===== src/rtl/if_id_stage.sv =====
// if_id_stage: IF/ID boundary with a 2-entry skid buffer between instruction memory and decode.
module if_id_stage #(
  parameter int PC_W = 32,
  parameter int INSTR_W = 32,
  parameter logic [PC_W-1:0] PC_INC = {{(PC_W-1){1'b0}}, 1'b1},
  parameter logic [INSTR_W-1:0] NOP_INSTR = '0
) (
  input  logic               clk,
  input  logic               rst,
  input  logic [PC_W-1:0]    pc,
  input  logic [INSTR_W-1:0] im_dataout,
  input  logic               flush,
  input  logic               id_ready,
  output logic               fetch_stall,
  output logic               id_valid,
  output logic [INSTR_W-1:0] id_instr,
  output logic [PC_W-1:0]    id_pc,
  output logic [PC_W-1:0]    id_pc_plus1
);
  logic [1:0]         r_cnt;
  logic               r_req;
  logic [PC_W-1:0]    r_req_pc, r_pc0, r_pc1;
  logic [INSTR_W-1:0] r_in0, r_in1;
  logic               w_valid, w_arrive, w_deq;
  logic [1:0]         w_cnt_nxt;

  assign w_valid     = !rst && r_cnt != 2'd0;
  assign w_arrive    = r_req && !flush;
  assign w_deq       = w_valid && id_ready;
  assign w_cnt_nxt   = r_cnt + {1'b0, w_arrive} - {1'b0, w_deq};
  // Stalling whenever the buffer will be full means no word can arrive into a full buffer.
  assign fetch_stall = !rst && !flush && w_cnt_nxt == 2'd2;
  assign id_valid    = w_valid;
  assign id_instr    = w_valid ? r_in0 : NOP_INSTR;
  assign id_pc       = rst ? '0 : r_pc0;
  assign id_pc_plus1 = id_pc + PC_INC;

  always_ff @(posedge clk) begin
    if (rst) begin
      r_cnt    <= 2'd0;
      r_req    <= 1'b0;
      r_req_pc <= '0;
      r_pc0    <= '0;
      r_pc1    <= '0;
      r_in0    <= '0;
      r_in1    <= '0;
    end else begin
      r_req    <= !flush && !fetch_stall;
      r_req_pc <= pc;
      r_cnt    <= flush ? 2'd0 : w_cnt_nxt;
      if (w_deq && r_cnt == 2'd2) {r_in0, r_pc0} <= {r_in1, r_pc1};
      // The arriving word always lands in the last occupied slot after this cycle.
      if (w_arrive && w_cnt_nxt == 2'd1) {r_in0, r_pc0} <= {im_dataout, r_req_pc};
      if (w_arrive && w_cnt_nxt == 2'd2) {r_in1, r_pc1} <= {im_dataout, r_req_pc};
    end
  end
endmodule


===== config.mk =====
export PLATFORM = sky130hd
export DESIGN_NAME = if_id_stage
export DESIGN_NICKNAME = d
export VERILOG_FILES = /design/src/rtl/if_id_stage.sv
export SDC_FILE = /design/constraint.sdc
export NUM_CORES = 1
export LEC_CHECK = 0
export CAP_MARGIN = 15
export CORE_ASPECT_RATIO = 0.75
export CORE_MARGIN = 2
export CORE_UTILIZATION = 37
export CTS_CLUSTER_DIAMETER = 30
export CTS_CLUSTER_SIZE = 8
export DETAILED_ROUTE_END_ITERATION = 6
export GPL_TIMING_DRIVEN = 0
export PLACE_DENSITY_LB_ADDON = 0.12
export SETUP_SLACK_MARGIN = 0.05
export SLEW_MARGIN = 15
export SYNTH_ARGS = -nofsm -noshare
export SYNTH_HDL_FRONTEND = slang
export SYNTH_SLANG_ARGS = --single-unit

===== constraint.sdc =====
create_clock -name clk -period 4 [get_ports clk]
set_input_delay 0.8 -clock clk [delete_from_list [all_inputs] [get_ports clk]]
set_output_delay 0.8 -clock clk [all_outputs]
set_load 0.01 [all_outputs]

==> qor.txt <==
status = finished clean
leakage power = 0.003522 uW
crit path kind = in -> out
Placed Area = 0.009235 mm^2
hold path depth = 2
Post-Syn Nets = 896
Pint = 2705 uW
Initial Util = 37.66%
Achievable Freq = 260.3 MHz
Hold Path Class = reg -> reg
Wirelength per Cell = 16.69 um
H-Tree Depth = 4
Final setup viols = 0
Avg Cell Area, Syn = 8.821 um^2
minimum clock period = 3842 ps
Cell Area, Synth = 0.007277 mm^2
Max Cap Viol = 0
WL final = 21260 um
Fin Clk Skew = 10.50 ps
power per cell area = 359.2 mW/mm^2
CTS tree = yes
RePlAce Congestion = 0.8281
Clock Path Buffers = 2
Worst setup EP type = output port
Hold EP = r_pc1[1]$_SDFFE_PP0P_
Total GRT Usage = 20.64%
Startpoint Class = input port
IO Port Bufs = 164
grt total ovfl = 0
clock sink total = 163
RSZ-0062 raised after global routing = false
DRT iter0 DRCs = 368
share of power burned in registers = 47.3%
chip width = 165.9 um
FF-to-FF setup slack = 1360 ps
Worst-path clk slew = 70 ps
Final Max Tran Viols = 0
most frequent cells in the layout = 163 x dfxtp_1, 152 x clkdlybuf4s50_1, 137 x nand2_1, 75 x nor2_1, 66 x a21oi_1
ANT nets after route = 0
Post-DP HPWL = 15030 um
io pins = 166
yosys warns = 0
layout cell share with drive strength beyond 1 = 8.325%
Multi-input gate area = 0.003580 mm^2
Gate power share = 5.9%
Num CTS Buffers = 17
launch point of the worst reg-to-reg path = r_cnt[1]$_SDFF_PN0_
Vias/cell = 4.942
worst-margin pin slew = 672.6 ps
hold slack = 454.2 ps
final hold vios = 0
commonest non-fill, non-tap cell in the layout = dfxtp_1
Total Power = 3542 uW
crit path max fanout = 10
Worst IR Drop VDD = 246.5 uV
initial antenna violation count = 0
worst r2r path cells = 11
Clock power frac = 46.8%
num rows = 44
clk_lat worst skew = 430 ps
Root Driver = clkbuf_16
#FFs+latches synth = 163
setup TNS = 0 ps
final instance area = 0.009861 mm^2
number of global-route vias before repair = 6058
vias after detailed routing = 6296
Layout area overhead = 35.51%
Cells after Synth = 825
Slew headroom = 55.02%
FF/Latch Area = 0.003263 mm^2
die area = 0.02082 mm^2
fin crit share = 96.04%
Critical Path RT = 3200 ps
Cell variety after synth = 35
Inserted Diodes = 0
largest net degree at the start of global routing = 17
R2R Path End = r_pc1[14]$_SDFFE_PP0P_
Filler Cells Inserted = 1917
nets = 1079
number of iterations in the first detailed-routing pass = 4
Sw Ratio = 23.63%
total core area = 0.01932 mm^2
Hold Startpoint = r_req_pc[1]$_SDFF_PP0_
register area share after synthesis = 44.84%
crit path DAT = 3040 ps
die height = 125.5 um
number of remaining DRC errors = 0
Psw = 837.1 uW
first-pass GRT wire length = 34180 um
[per-layer routing]
layer	vias to the layer above	part of all wire [%]	GRT usage (%)
li1	3168	-	-
met1	2971	52	31.07
met2	140	43	29.58
met3	17	3.9	4.527
met4	0	1.1	5.422
met5	-	0	0
[registers in the layout, indices dropped and copies added (netlist names)]
register / flops
r_pc0: 32
r_in0: 32
r_req: 1
r_pc1: 32
r_req_pc: 32
r_in1: 32
r_cnt: 2
[critical path, stage by stage]
cell	delay [ps]
clkbuf_4	180
buf_6	170
clkbuf_4	220
nand2b_4	180
inv_1	80
ha_2	230
and4_1	210
and4_4	260
buf_8	150
nand4_1	110
xnor2_1	150
dlygate4sd2_1	290
[worst max-delay path by stage]
stage                     startpoint              end  slack (ps)  cells after the start
after floorplan                  rst  id_pc_plus1[28]         450                     11
after global placement           rst  id_pc_plus1[28]        -840                     12
after detailed placement         rst  id_pc_plus1[28]        -840                     12
after CTS                        rst  id_pc_plus1[28]          70                     12
after global routing             rst  id_pc_plus1[12]          50                     12
final                            rst  id_pc_plus1[26]         160                     12
[layout make-up]
class	count	share of cell area (%)
Buffer	64	4.657
Clock buffer	18	4.352
Clock inverter	14	1.675
Inverter	7	0.2665
Multi-Input combinational cell	591	36.30
Sequential cell	163	33.09
Tap cell	253	3.210
Timing Repair Buffer	164	16.44
[cell families after synthesis]
family / Yosys count / synth area share, %
and+or+nand+nor: 365 / 24.69
DFF: 163 / 44.84
buffers and inverters: 71 / 6.345
muxes: 62 / 8.528
xor gates and xnor gates: 31 / 3.937
adders and majority gates: 3 / 0.5159
AOI/OAI and AO/OA: 130 / 11.14
[what timing repair did]
item / CTS / global route
setup endpoints to repair: 16 / 8
gates resized for setup: 27 / 8
buffers inserted: 0 / 0
hold buffers: 0 / 0
[Yosys cell counts (all sizes together)]
cell type / count / area (um^2)
and3: 3 / 18.77
nor4b: 2 / 17.52
nor3: 11 / 66.32
inv: 7 / 26.28
nor2b: 58 / 362.9
nand4b: 1 / 8.760
xnor2: 14 / 122.6
and2: 35 / 219.0
clkbuf: 22 / 83.83
and4b: 3 / 30.03
nor3b: 1 / 7.510
buf: 42 / 351.6
nand4: 10 / 62.56
nand2: 137 / 514.2
mux2i: 62 / 620.6
and4bb: 1 / 12.51
and2b: 1 / 7.510
and3b: 4 / 35.03
nor4: 2 / 12.51
ha: 3 / 37.54
a21oi: 66 / 330.3
nand2b: 4 / 25.02
or3: 1 / 6.260
dfxtp: 163 / 3263
a211oi: 64 / 480.5
nor2: 76 / 285.3
and4: 8 / 70.07
xnor3: 1 / 23.77
xor2: 16 / 140.1
nand3: 7 / 35.03
[per-stage QoR]
| stage | util, % | std cells | setup slack (ps) |
|---|---|---|---|
| 2_1_floorplan | - | 825 | 446.5 |
| 3_3_place_gp | 47.79 | 1242 | -844.4 |
| 3_5_place_dp | 47.79 | 1242 | -835.4 |
| 4_1_cts | 51.02 | 1274 | 65.80 |
| 5_1_grt | 51.03 | 1274 | 54.61 |
| 6_report | 51.03 | 1274 | 158.5 |
[power groups by stage]
stage / combinational [uW] / clock (uW) / sequential, uW
after floorplan: 88.0 / 0 / 1700
after global placement: 207 / 0 / 1710
after detailed placement: 207 / 0 / 1710
after CTS: 210 / 1690 / 1670
after global routing: 227 / 1770 / 1680
final: 208 / 1660 / 1680
Note: power is estimated with default switching activity, not from simulation.
